--- config.mk ---
export PLATFORM = sky130hd
export DESIGN_NAME = ecg_raw_filt_aligner
export DESIGN_NICKNAME = d
export VERILOG_FILES = /design/src/rtl/ecg_align_pkg.sv /design/src/rtl/ecg_raw_filt_aligner_fifo.sv /design/src/rtl/ecg_raw_filt_aligner.sv
export SDC_FILE = /design/constraint.sdc
export NUM_CORES = 1
export LEC_CHECK = 0
export CAP_MARGIN = 30
export CORE_UTILIZATION = 50
export DETAILED_ROUTE_END_ITERATION = 10
export PLACE_DENSITY = 0.81
export SETUP_SLACK_MARGIN = 0.3
export SLEW_MARGIN = 25
export SYNTH_ARGS = -nofsm -noshare
export SYNTH_HDL_FRONTEND = slang
export SYNTH_SLANG_ARGS = --single-unit
--- constraint.sdc ---
create_clock -name clk -period 4 [get_ports clk]
set_input_delay 0.6 -clock clk [delete_from_list [all_inputs] [get_ports clk]]
set_output_delay 0.6 -clock clk [all_outputs]
set_load 0.1 [all_outputs]
--- src/rtl/ecg_align_pkg.sv ---
// ecg_align_pkg: shared encodings for the raw/filtered aligner.
// Record modes, FSM states and the raw-minus-filtered clamp.
package ecg_align_pkg;

    localparam logic [1:0] MODE_FILT = 2'd0;
    localparam logic [1:0] MODE_RAW  = 2'd1;
    localparam logic [1:0] MODE_ILV  = 2'd2;
    localparam logic [1:0] MODE_DIFF = 2'd3;

    typedef enum logic [0:0] {
        ST_IDLE      = 1'b0,
        ST_EMIT_FILT = 1'b1
    } state_t;

    // a - b clamped to the signed range of a w-bit word (w <= 30)
    function automatic logic signed [31:0] sat_sub(
        input logic signed [31:0] a,
        input logic signed [31:0] b,
        input int                 w
    );
        logic signed [31:0] d;
        logic signed [31:0] hi;
        logic signed [31:0] lo;
        d  = a - b;
        hi = (32'sd1 <<< (w - 1)) - 32'sd1;
        lo = -(32'sd1 <<< (w - 1));
        if (d > hi) begin
            return hi;
        end
        if (d < lo) begin
            return lo;
        end
        return d;
    endfunction

endpackage

--- src/rtl/ecg_raw_filt_aligner_fifo.sv ---
// ecg_sample_fifo: raw-sample FIFO for the aligner.
// Registered occupancy; push at full is accepted only with a pop.
module ecg_sample_fifo #(
    parameter int DW    = 16,
    parameter int DEPTH = 16,
    parameter int LVL_W = $clog2(DEPTH) + 1
) (
    input  logic             clk,
    input  logic             rst_n,
    input  logic             push,
    input  logic [DW-1:0]    din,
    input  logic             pop,
    output logic [DW-1:0]    dout,
    output logic             full,
    output logic             empty,
    output logic [LVL_W-1:0] level
);

    localparam int AW = $clog2(DEPTH);

    logic [DW-1:0] mem [DEPTH];
    logic [AW-1:0] wr_ptr;
    logic [AW-1:0] rd_ptr;
    logic          wr_en;
    logic          rd_en;

    assign full  = (level == LVL_W'(DEPTH));
    assign empty = (level == '0);
    assign wr_en = push & (~full | pop);
    assign rd_en = pop & ~empty;
    assign dout  = mem[rd_ptr];

    // storage array, written at the tail
    always_ff @(posedge clk) begin
        if (wr_en) begin
            mem[wr_ptr] <= din;
        end
    end

    // pointers and occupancy count
    always_ff @(posedge clk or negedge rst_n) begin
        if (!rst_n) begin
            wr_ptr <= '0;
            rd_ptr <= '0;
            level  <= '0;
        end else begin
            if (wr_en) begin
                wr_ptr <= wr_ptr + AW'(1);
            end
            if (rd_en) begin
                rd_ptr <= rd_ptr + AW'(1);
            end
            if (wr_en && !rd_en) begin
                level <= level + LVL_W'(1);
            end else if (!wr_en && rd_en) begin
                level <= level - LVL_W'(1);
            end
        end
    end

endmodule

--- src/rtl/ecg_raw_filt_aligner.sv ---
// ecg_raw_filt_aligner: pairs tapped raw ADC samples with IIR outputs
// and emits raw/filt/interleaved/diff records. Option: ALIGN_SEQ_NUM_EN.
module ecg_raw_filt_aligner
    import ecg_align_pkg::*;
#(
    parameter int DW    = 16,
    parameter int DEPTH = 16,
    parameter int LVL_W = $clog2(DEPTH) + 1
) (
    input  logic             clk,
    input  logic             rst_n,
    input  logic [DW-1:0]    raw_tdata,
    input  logic             raw_tvalid,
    input  logic             raw_tready,
    input  logic [DW-1:0]    filt_tdata,
    input  logic             filt_tvalid,
    output logic             filt_tready,
    input  logic [1:0]       mode,
    input  logic             clr_flags,
    output logic [DW-1:0]    m_axis_tdata,
    output logic             m_axis_tvalid,
    input  logic             m_axis_tready,
    output logic             m_axis_tlast,
    output logic             overflow,
    output logic             underflow,
    output logic [LVL_W-1:0] fifo_level
`ifdef ALIGN_SEQ_NUM_EN
    ,
    output logic [15:0]      m_axis_tuser
`endif
);

    state_t        state_q;
    state_t        state_d;
    logic          rdy_q;
    logic          raw_push;
    logic          fire_f;
    logic          fire_m;
    logic          push;
    logic          pop;
    logic          fifo_full;
    logic          fifo_empty;
    logic [DW-1:0] fifo_head;
    logic [DW-1:0] raw_part;
    logic [DW-1:0] diff_d;
    logic [DW-1:0] filt_q;
    logic          load_rec;
    logic          load_filt;
    logic          ovf_set;
    logic          udf_set;

    assign raw_push = raw_tvalid & raw_tready;
    assign fire_f   = filt_tvalid & filt_tready;
    assign fire_m   = m_axis_tvalid & m_axis_tready;
    assign pop      = fire_f & ~fifo_empty;
    assign push     = raw_push & (~fifo_full | pop);
    assign raw_part = fifo_empty ? '0 : fifo_head;
    assign ovf_set  = raw_push & fifo_full & ~pop;
    assign udf_set  = fire_f & fifo_empty;
    assign diff_d   = DW'(sat_sub(32'(signed'(raw_part)),
                                  32'(signed'(filt_tdata)), DW));

    ecg_sample_fifo #(
        .DW    (DW),
        .DEPTH (DEPTH),
        .LVL_W (LVL_W)
    ) u_fifo (
        .clk   (clk),
        .rst_n (rst_n),
        .push  (push),
        .din   (raw_tdata),
        .pop   (pop),
        .dout  (fifo_head),
        .full  (fifo_full),
        .empty (fifo_empty),
        .level (fifo_level)
    );

    // holds filt_tready low until the first edge after reset release
    always_ff @(posedge clk or negedge rst_n) begin
        if (!rst_n) begin
            rdy_q <= 1'b0;
        end else begin
            rdy_q <= 1'b1;
        end
    end

    // FSM state register
    always_ff @(posedge clk or negedge rst_n) begin
        if (!rst_n) begin
            state_q <= ST_IDLE;
        end else begin
            state_q <= state_d;
        end
    end

    // EMIT_FILT spans the raw beat of an interleaved record
    always_comb begin
        state_d = state_q;
        unique case (state_q)
            ST_IDLE: begin
                if (fire_f && mode == MODE_ILV) begin
                    state_d = ST_EMIT_FILT;
                end
            end
            ST_EMIT_FILT: begin
                if (fire_m) begin
                    state_d = ST_IDLE;
                end
            end
            default: state_d = ST_IDLE;
        endcase
    end

    // FSM outputs: IIR ready and output-register load strobes
    always_comb begin
        filt_tready = rdy_q & (state_q == ST_IDLE)
                    & (~m_axis_tvalid | m_axis_tready);
        load_rec    = fire_f;
        load_filt   = (state_q == ST_EMIT_FILT) & fire_m;
    end

    // output register: new record, second interleaved beat, or drain
    always_ff @(posedge clk or negedge rst_n) begin
        if (!rst_n) begin
            m_axis_tvalid <= 1'b0;
            m_axis_tdata  <= '0;
            m_axis_tlast  <= 1'b0;
            filt_q        <= '0;
        end else if (load_rec) begin
            m_axis_tvalid <= 1'b1;
            filt_q        <= filt_tdata;
            unique case (mode)
                MODE_FILT: begin
                    m_axis_tdata <= filt_tdata;
                    m_axis_tlast <= 1'b1;
                end
                MODE_RAW: begin
                    m_axis_tdata <= raw_part;
                    m_axis_tlast <= 1'b1;
                end
                MODE_ILV: begin
                    m_axis_tdata <= raw_part;
                    m_axis_tlast <= 1'b0;
                end
                MODE_DIFF: begin
                    m_axis_tdata <= diff_d;
                    m_axis_tlast <= 1'b1;
                end
            endcase
        end else if (load_filt) begin
            m_axis_tdata <= filt_q;
            m_axis_tlast <= 1'b1;
        end else if (fire_m) begin
            m_axis_tvalid <= 1'b0;
        end
    end

    // sticky flags; a set in the same cycle beats clr_flags
    always_ff @(posedge clk or negedge rst_n) begin
        if (!rst_n) begin
            overflow  <= 1'b0;
            underflow <= 1'b0;
        end else begin
            overflow  <= ovf_set | (overflow & ~clr_flags);
            underflow <= udf_set | (underflow & ~clr_flags);
        end
    end

`ifdef ALIGN_SEQ_NUM_EN
    logic [15:0] seq_q;

    assign m_axis_tuser = seq_q;

    // record counter, advances when a tlast beat is taken
    always_ff @(posedge clk or negedge rst_n) begin
        if (!rst_n) begin
            seq_q <= '0;
        end else if (fire_m && m_axis_tlast) begin
            seq_q <= seq_q + 16'd1;
        end
    end
`endif

endmodule
[Word-level counts from Yosys, hierarchy flattened]
Memories as Yosys holds them, arrays and structs flattened.
Index checks and enable logic that the tools add are counted.
Word-level totals
  register bits after elaboration: 51
  latch bits: 0
  RAM bits: 256
  ROM bits: 0
  output and inout port bits: 26
  word-level logic and storage cells: 86
  memories: 1
Memories
  u_fifo.mem: words 16, width 16, rd ports 1, clocked after memory_dff 0, wr ports 1, line ecg_raw_filt_aligner_fifo.sv:21  | logic [DW-1:0] mem [DEPTH];
Cells by class
  add/sub/neg operators: 5
  multiply operators: 0
  div/mod/pow operators: 0
  $lt $le $gt $ge: 2
  equality and inequality tests: 5
  shift-type cells: 0
  muxes and demuxes: 24
  bitwise logic cells: 25
  reduce and logical (&&, ||, !) cells: 13
Operators by type and width (number)
  two-way mux 16 bit: 7
  case mux 16 bit (3 select lines): 1
  > comparator 17 x 16 -> 1 bit, second input constant: 1
  less-than comparator 17 x 16 -> 1 bit, second input constant: 1
  subtractor 16 x 16 -> 17 bit: 1
  AND 1 bit: 15
  two-way mux 1 bit: 12
  two-way mux 5 bit: 2
  adder 4 x 1 -> 4 bit, second input constant: 2
  NOT 1 bit: 6
  nonzero test 2 bit: 3
  adder 5 x 1 -> 5 bit, second input constant: 1
  == test 5 bit, second input constant: 1
  zero test 5 bit: 1
  subtractor 5 x 1 -> 5 bit, second input constant: 1
  == test 2 bit, second input constant: 2
  bitwise OR 1 bit: 4
  case mux 1 bit (2 select lines): 2
  logical AND 1 bit: 3
  OR reduction 3 bit: 1
  == test 2 x 1 -> 1 bit, second input constant: 1
  zero test 1 bit: 2
  zero test 2 bit: 1
  != test 2 bit, second input constant: 1
  other kinds (2): 2

[Longest topological paths before layout]
Gate-level depths: netlist of run 1.
  word-level depth: 12
  mapped depth: 18

[Cells and area by module]
From an unflattened synthesis of run 1, not the netlist that was laid out.
Unflattened totals
  cell total of the unflattened synthesis: 921
  area total of the unflattened synthesis: 13580.5 sq um
Modules (own cells, without submodules)
  ecg_sample_fifo: instances 1, cells an instance 553, area each 10590.2 sq um, seq. area each 8012.7 sq um
  ecg_raw_filt_aligner: instances 1, cells an instance 368, area each 2990.4 sq um, seq. area each 950.9 sq um

[Worst setup path after synthesis of run 1]
OpenSTA, ideal clock, no wires.
  kind: register to register
  start point: register m_axis_tvalid
  end point: register u_fifo.level[4]
  arrival time: 5564 ps
  data required time: 3835 ps
  slack: -1729 ps
  cell stages (with the launch flop): 12
  path buffers: 0
  cell sequence: dfrtp_1 a211oi_1 nand2_1 a31oi_2 ha_1 inv_1 fa_1 a21o_1 a21oi_1 xnor2_1 nor2_1 xor2_1
On the way
  longest elaborated chain between the ends: 11
RTL lines
  start: declaration: line ecg_raw_filt_aligner.sv:21  | output logic m_axis_tvalid,
  start signal: assignment: line ecg_raw_filt_aligner.sv:126  | m_axis_tvalid <= 1'b0;
  start signal: assignment: line ecg_raw_filt_aligner.sv:131  | m_axis_tvalid <= 1'b1;
  start signal: assignment: line ecg_raw_filt_aligner.sv:155  | m_axis_tvalid <= 1'b0;
  NOT 1 bit *: line ecg_raw_filt_aligner.sv:118  | & (~m_axis_tvalid | m_axis_tready);
  bitwise OR 1 bit *: line ecg_raw_filt_aligner.sv:118
  AND 1 bit *: line ecg_raw_filt_aligner.sv:118
  named net filt_tready: line ecg_raw_filt_aligner.sv:17  | output logic filt_tready,
  AND 1 bit *: line ecg_raw_filt_aligner.sv:53  | assign fire_f = filt_tvalid & filt_tready;
  AND 1 bit *: line ecg_raw_filt_aligner.sv:55  | assign pop = fire_f & ~fifo_empty;
  bitwise OR 1 bit *: line ecg_raw_filt_aligner_fifo.sv:29, ecg_raw_filt_aligner.sv:56
  AND 1 bit: line ecg_raw_filt_aligner.sv:56  | assign push = raw_push & (~fifo_full | pop);
  AND 1 bit *: line ecg_raw_filt_aligner_fifo.sv:29  | assign wr_en = push & (~full | pop);
  named net u_fifo.wr_en: line ecg_raw_filt_aligner_fifo.sv:24  | logic wr_en;
  zero test 1 bit: line ecg_raw_filt_aligner_fifo.sv:55  | end else if (!wr_en && rd_en) begin
  logical AND 1 bit: line ecg_raw_filt_aligner_fifo.sv:55
  nonzero test 2 bit (no line)
  end signal: assignment: line ecg_raw_filt_aligner_fifo.sv:54  | level <= level + LVL_W'(1);
  end signal: assignment: line ecg_raw_filt_aligner_fifo.sv:56  | level <= level - LVL_W'(1);
  end: declaration: line ecg_raw_filt_aligner_fifo.sv:16  | output logic [LVL_W-1:0] level
Mark *: on every way through the listed nets, which the timed path passes. The rest lies on a longest branch.
A chain may end at the register's enable or synchronous reset.

[Worst setup path in the final report of run 1]
  start point: register u_fifo.rd_ptr[0]
  end point: register m_axis_tdata[2]
On the way
  longest elaborated chain between the ends: 10
RTL lines
  start: declaration: line ecg_raw_filt_aligner_fifo.sv:23  | logic [AW-1:0] rd_ptr;
  start signal: assignment: line ecg_raw_filt_aligner_fifo.sv:51  | rd_ptr <= rd_ptr + AW'(1);
  memory read (16 x 16 bit) *
  two-way mux 16 bit *: line ecg_raw_filt_aligner.sv:57  | assign raw_part = fifo_empty ? '0 : fifo_head;
  subtractor 16 x 16 -> 17 bit: line ecg_align_pkg.sv:24  | d = a - b;
  less-than comparator 17 x 16 -> 1 bit: line ecg_align_pkg.sv:30  | if (d < lo) begin
  two-way mux 1 bit (2 in a row): line ecg_align_pkg.sv:30
  two-way mux 16 bit: line ecg_align_pkg.sv:33  | return d;
  two-way mux 16 bit: line ecg_align_pkg.sv:30
  case mux 16 bit (3 select lines) *: line ecg_raw_filt_aligner.sv:133  | unique case (mode)
  two-way mux 16 bit *: line ecg_raw_filt_aligner.sv:130  | end else if (load_rec) begin
  end signal: assignment: line ecg_raw_filt_aligner.sv:135  | m_axis_tdata <= filt_tdata;
  end signal: assignment: line ecg_raw_filt_aligner.sv:139  | m_axis_tdata <= raw_part;
  end signal: assignment: line ecg_raw_filt_aligner.sv:143  | m_axis_tdata <= raw_part;
  end: declaration: line ecg_raw_filt_aligner.sv:20  | output logic [DW-1:0] m_axis_tdata,
Mark *: on every way between the ends. The rest lies on a longest branch, timed or not. The select of a mux whose other input is x is not followed.

==> flow_summary.json, run 1 <==
{
  "synthCells": 844,
  "antenna_found_initial": 1,
  "nets": 1088,
  "cts.clk_slew.worst_paths_ps": 60,
  "design.die.area_mm2": 0.0278,
  "ios": 67,
  "grt_max_degree": 68,
  "globalplace.congestion": 0.949,
  "cp_data_arrival_time_ps": 4470,
  "clockBufferDepth": 3,
  "fin_util_pct": 64.1,
  "slew_violations": 0,
  "start_util_pct": 51.4,
  "routed-wl-met3_um": 2110,
  "reg2reg_slack_ps": -50,
  "die_x_um": 167,
  "syn2layout_area_growth_pct": 24.7,
  "drtIter0Drc": 941,
  "final.fill_count": 1746,
  "wl_met1_um": 13300,
  "via_count": 8291,
  "holdWs_ps": 117,
  "avgRoutedWirePerCell_um": 23.9,
  "worstHoldPathType": "in -> async",
  "start_kind": "flop",
  "cp_common_cell": "buf_4",
  "p_leak_nw": 6.10,
  "top_layer_used": "met4",
  "critical_path_class": "reg -> reg",
  "numCtsBuffers": 30,
  "skew_ps": 21.0,
  "grt.overflow.total": 0,
  "die_h_um": 167,
  "clkLatencyLatePin_ps": 550,
  "seq_area_frac_synth_pct": 66.1,
  "status": "complete, but fails checks",
  "cts_hold_buf": 0,
  "vdd_drop_max_v": 0.000337,
  "rsz0062_at_grt": "true",
  "finalSetupViolCount": 12,
  "slowest_stage": "dfrtp_4",
  "path_cells": "buf_16 > buf_12 > buf_4 > mux4_2 > mux2i_1 > o22ai_1 > ha_2 > buf_4 > nand4_1 > nor2_1 > o211ai_1 > or3b_4 > mux2_4 > buf_4 > a21oi_2 > o211ai_1",
  "multiInputGateArea_mm2": 0.00465,
  "cts_tree": "built",
  "wl_met2_um": 16600,
  "synth_edf_count": 256,
  "fin_crit_sh_pct": 101,
  "synthFlopType": "edfxtp_1",
  "worst_pin_slew_ps": 1000,
  "routed_wirelength_um": 32800,
  "synth_nets": 916,
  "io_buffer_count": 66,
  "grtUsageTotal_pct": 23.0,
  "synth.avg_cell_area_um2": 16.1,
  "grt_pass1_wl_um": 48400,
  "yosysWarnings": 0,
  "root_buffer": "clkbuf_16",
  "crit_path_end_kind": "flop",
  "worstPathRequired_ps": 4420,
  "grt_pass1_vias": 8375,
  "finalHoldViolCount": 0,
  "p_per_area_mw_per_mm2": 876,
  "async_reset_ff_share_pct": 16.6,
  "cts_sinks": 307,
  "detail-route-antenna-nets": 0,
  "synth_cell_type_count": 68,
  "final_cell_mix": "edfxtp_1, buf_4, nand2_1",
  "max_freq_ghz": 0.247,
  "hpwl_um": 20700,
  "synth-seq-cells": 307,
  "final_common_cell": "edfxtp_1",
  "cts_max_level": 1,
  "violations": "setup timing",
  "post-route-min-period_ps": 4050,
  "viasPerCell": 6.05,
  "fin_ws_ps": -48.2,
  "critPathMaxFanout": 6,
  "synth_area_mm2": 0.0136,
  "row_count": 59,
  "drc": 0,
  "max-slew-margin-rel_pct": 32.8,
  "drive_gt1_share_pct": 29.4,
  "seqCellArea_mm2": 0.00898,
  "core_mm2": 0.0264,
  "dr.pass1.iters": 5,
  "slowest_delay_ps": 550,
  "max-cap-violations": 0
}
[per-stage QoR]
| step | cell area, um^2 | total power, mW | setup WS [ps] | instances | setup TNS (ps) |
|---|---|---|---|---|---|
| floorplan | 13700 | 8.69 | 310 | 844 | 0 |
| global placement | 15200 | 10.6 | -84.3 | 1284 | -505 |
| detailed placement | 15200 | 10.7 | -131 | 1284 | -1190 |
| CTS | 16600 | 14.1 | -64.9 | 1354 | -269 |
| global route | 16900 | 15.4 | -166 | 1371 | -1760 |
| finish | 16900 | 14.8 | -48.2 | 1371 | -231 |
[kinds of logic after synthesis]
group | after synthesis | share of synthesized area [%]
other | 1 | 0.0277
AO/OA/AOI/OAI | 150 | 7.52
buffers and inverters | 69 | 2.39
adder cells (fa/ha/maj) | 31 | 2.97
AND/OR/NAND/NOR | 164 | 5.96
multiplexers | 101 | 13.6
XOR/XNOR | 21 | 1.36
flip-flops | 307 | 66.1
[power by group]
| part | switching, mW | leakage [nW] | total, mW | internal (mW) |
|---|---|---|---|---|
| Clock | 1.13 | 0.480 | 2.82 | 1.69 |
| Combinational | 4.20 | 2.71 | 7.89 | 3.69 |
| Sequential | 0.254 | 2.91 | 4.10 | 3.84 |
| Total | 5.59 | 6.10 | 14.8 | 9.22 |
[flip-flops by register name, indices dropped and copies added (netlist names), 4 cells and up]
name,flops
m_axis_tdata,16
filt_q,16
u_fifo.level,5
u_fifo.rd_ptr,4
u_fifo.wr_ptr,4
u_fifo.mem,256
[path summary, 6_finish.rpt]
path / depth (start not counted) / start / to
max in group asynchronous: 2 / rst_n / m_axis_tdata[12]
min reg2reg: 2 / filt_q[0] / filt_q[0]
min: 1 / rst_n / m_axis_tvalid
max: 16 / u_fifo.rd_ptr[0] / m_axis_tdata[2]
min in group clk: 2 / filt_q[0] / filt_q[0]
max reg2reg: 16 / u_fifo.rd_ptr[0] / m_axis_tdata[2]
[cells in the mapped netlist, drive strengths merged, types with 2 or more instances]
master	n	area share, %
edfxtp	256	57
nand2	74	2.0
mux4	66	11
dfrtp	51	9.4
o21ai	36	1.3
a21oi	33	1.2
mux2i	30	2.2
ha	29	2.7
inv	27	0.75
and2	25	1.2
clkbuf	23	0.64
buf	19	1.0
nand3	16	0.59
xnor2	16	1.0
nor2	14	0.39
a31oi	10	0.51
a21o	9	0.50
o31ai	9	0.50
o22ai	8	0.37
a22oi	7	0.39
o211ai	7	0.39
a211oi	6	0.33
nor3	6	0.22
mux2	5	0.44
nand2b	5	0.23
xor2	5	0.32
nand4	4	0.18
nor2b	4	0.18
o211a	4	0.30
a21boi	3	0.25
and3	3	0.14
nand3b	3	0.17
a221oi	2	0.18
a41oi	2	0.13
fa	2	0.30
nor3b	2	0.11
nor4	2	0.14
o21a	2	0.11
o41ai	2	0.32
or2	2	0.092
[layout make-up]
type	instances	area share, %
inverters	27	0.600
multi-input cells	468	27.5
diodes	1	0.0148
well taps	335	2.48
clock buffers	42	5.13
clock inverters	9	0.703
repair buffers	182	10.5
flip-flops and latches	307	53.1
[metal layers]
layer | track usage (%) | vias to the layer above
met3 | 3.92 | 58
met4 | 7.61 | 0
met5 | 0 | -
met1 | 30.4 | 4227
met2 | 38.8 | 372
li1 | - | 3634
[repair_timing]
item	CTS	global route
gates resized for setup	23	45
pin swaps	3	24
cloned	2	1
buffers inserted	17	15
endpoints found under the setup margin	16	16
[critical path, delay by kind of cell, from the launching register on]
family	cells	cell delay (ps)
multiplexers	3	760
adder cells (fa/ha/maj)	1	410
buffers and inverters	5	790
flip-flops	1	550
AO/OA/AOI/OAI	4	810
AND/OR/NAND/NOR	3	590
No activity file was read; power rests on OpenSTA's default activity.
==> inputs of run 2 (changes only) <==
--- a/config.mk
+++ b/config.mk
@@ -6,6 +6,8 @@
 export NUM_CORES = 1
 export LEC_CHECK = 0
 export CAP_MARGIN = 30
+export CORE_ASPECT_RATIO = 0.5
+export CORE_MARGIN = 4
 export CORE_UTILIZATION = 50
 export DETAILED_ROUTE_END_ITERATION = 10
 export PLACE_DENSITY = 0.81
==> flow_summary.json, run 2 (synthesis gave the netlist of run 1 again) <==
{
  "start_kind": "flop",
  "cts_sinks": 307,
  "violations": "setup timing",
  "hpwl_um": 21000,
  "rsz0062_at_grt": "true",
  "antenna_found_initial": 1,
  "vdd_drop_max_v": 0.000397,
  "max_freq_ghz": 0.248,
  "preCtsSetupSlack_ps": -29.9,
  "dr.pass1.iters": 5,
  "worstPathRequired_ps": 4470,
  "n_antenna_cell": 0,
  "grt.overflow.total": 0,
  "largestRegisters": "u_fifo.mem: 256 flops, filt_q: 16 flops, m_axis_tdata: 16 flops",
  "grt_pass1_vias": 8542,
  "critPathMaxFanout": 13,
  "finalSetupViolCount": 10,
  "grtUsageTotal_pct": 23.0,
  "largest_reg_flops": 256,
  "worst_pin_slew_ps": 993,
  "path_cells": "buf_16 > mux4_2 > mux4_2 > and2_4 > ha_4 > nor2b_4 > o31a_1 > o41ai_4 > buf_4 > o41ai_4 > o221a_2 > buf_12 > o211a_1 > o2bb2ai_1",
  "die_h_um": 124,
  "post-route-min-period_ps": 4040,
  "p_per_area_mw_per_mm2": 861,
  "final_common_cell": "edfxtp_1",
  "finalHoldViolCount": 0,
  "fin_util_pct": 62.6,
  "fin_crit_sh_pct": 101,
  "nets": 1073,
  "ios": 67,
  "grt_max_degree": 66,
  "final.fill_count": 1769,
  "fin_ws_ps": -35.3,
  "syn2layout_area_growth_pct": 22.5,
  "drive_gt1_share_pct": 26.2,
  "viasPerCell": 6.18,
  "worstHoldPathType": "reg -> reg",
  "seqCellArea_mm2": 0.00898,
  "avgRoutedWirePerCell_um": 26.2,
  "via_count": 8484,
  "core_mm2": 0.0265,
  "clkLatencyLatePin_ps": 560,
  "cts_tree": "built",
  "drtIter0Drc": 1017,
  "cts.clk_slew.worst_paths_ps": 70,
  "slowest_stage": "dfrtp_4",
  "grt_pass1_wl_um": 52800,
  "critical_path_class": "reg -> reg",
  "crit_path_end_kind": "flop",
  "max-cap-violations": 0,
  "cp_data_arrival_time_ps": 4510,
  "clockBufferDepth": 3,
  "crit_family": "compound AO/OA/AOI/OAI gates",
  "row_count": 42,
  "p_leak_nw": 5.99,
  "globalplace.congestion": 0.891,
  "largest-register": "u_fifo.mem",
  "drc": 0,
  "numCtsBuffers": 27,
  "slew_violations": 0,
  "final_cell_mix": "edfxtp_1, buf_4, nand2_1",
  "detail-route-antenna-nets": 0,
  "max-slew-margin-rel_pct": 33.6,
  "root_buffer": "clkbuf_16",
  "path_buf_inv": 3,
  "design.die.area_mm2": 0.0300,
  "skew_ps": 17.3,
  "slowest_delay_ps": 520,
  "io_buffer_count": 66,
  "die_x_um": 241,
  "cts_max_level": 1,
  "routed_wirelength_um": 36000,
  "status": "complete, but fails checks",
  "multiInputGateArea_mm2": 0.00450,
  "start_util_pct": 51.1
}
[run 2: cell count changes in the layout (fill, tap and decap cells not counted), sizes merged]
cell         before  now
buf             117  103
bufbuf            0    1
clkbuf           43   33
clkinv            5   12
diode             1    0
dlygate4sd3       0    1
inv              27   28
[run 2: worst paths after layout]
check                                 start                to  slack [ps]  cells after the start
max                        u_fifo.rd_ptr[0]  m_axis_tdata[13]         -40                     14
min                               filt_q[8]         filt_q[8]         480                      2
max reg2reg                u_fifo.rd_ptr[0]  m_axis_tdata[13]         -40                     14
min reg2reg                       filt_q[8]         filt_q[8]         480                      2
max in group asynchronous             rst_n     m_axis_tvalid        2640                      3
min in group asynchronous             rst_n  u_fifo.rd_ptr[0]         500                      2
[run 2: worst min-delay path: cells and delay by family (launching register included)]
family | cells | cell delay, ps
AOI/OAI and AO/OA | 1 | 60
DFF | 1 | 340
and+or+nand+nor | 1 | 40
[run 2: where the power goes]
group | switching [mW] | total [mW] | internal [mW]
Combinational | 4.10 | 7.58 | 3.47
Clock | 1.17 | 2.61 | 1.44
Sequential | 0.268 | 4.11 | 3.84
[run 2: what timing repair did]
action | CTS | global route
endpoints found under the setup margin | 16 | 16
endpoints found under the hold margin | 14 | 0
hold buffers | 1 | 0
cloned | 3 | 1
pin swaps | 0 | 7
setup buffers | 15 | 2
gates resized for setup | 18 | 19
[run 2: through the flow]
stage / total power, mW / hold WS (ps) / TNS [ps] / instances / area, um^2
after floorplan: 8.69 / 304 / 0 / 844 / 13700
after global placement: 10.6 / 461 / 0 / 1302 / 15300
after detailed placement: 10.8 / 470 / -73.9 / 1302 / 15300
after CTS: 13.9 / 485 / 0 / 1370 / 16500
after global routing: 15.0 / 502 / -1710 / 1373 / 16600
final: 14.3 / 481 / -140 / 1373 / 16600
[run 2: layer usage]
| layer | GRT usage (%) | wire (um) | vias to the layer above |
|---|---|---|---|
| met1 | 32.4 | 13900 | 4282 |
| met5 | 0 | 13 | - |
| met2 | 38.3 | 17900 | 502 |
| li1 | - | - | 3615 |
| met3 | 3.52 | 3090 | 83 |
| met4 | 5.70 | 1070 | 2 |
[run 2: cell type report]
class / count / area share, %
Clock buffer: 32 / 4.18
Clock inverter: 17 / 1.03
Inverter: 27 / 0.610
Multi-Input combinational cell: 468 / 27.1
Sequential cell: 307 / 54.1
Tap cell: 352 / 2.65
Timing Repair Buffer: 170 / 10.3
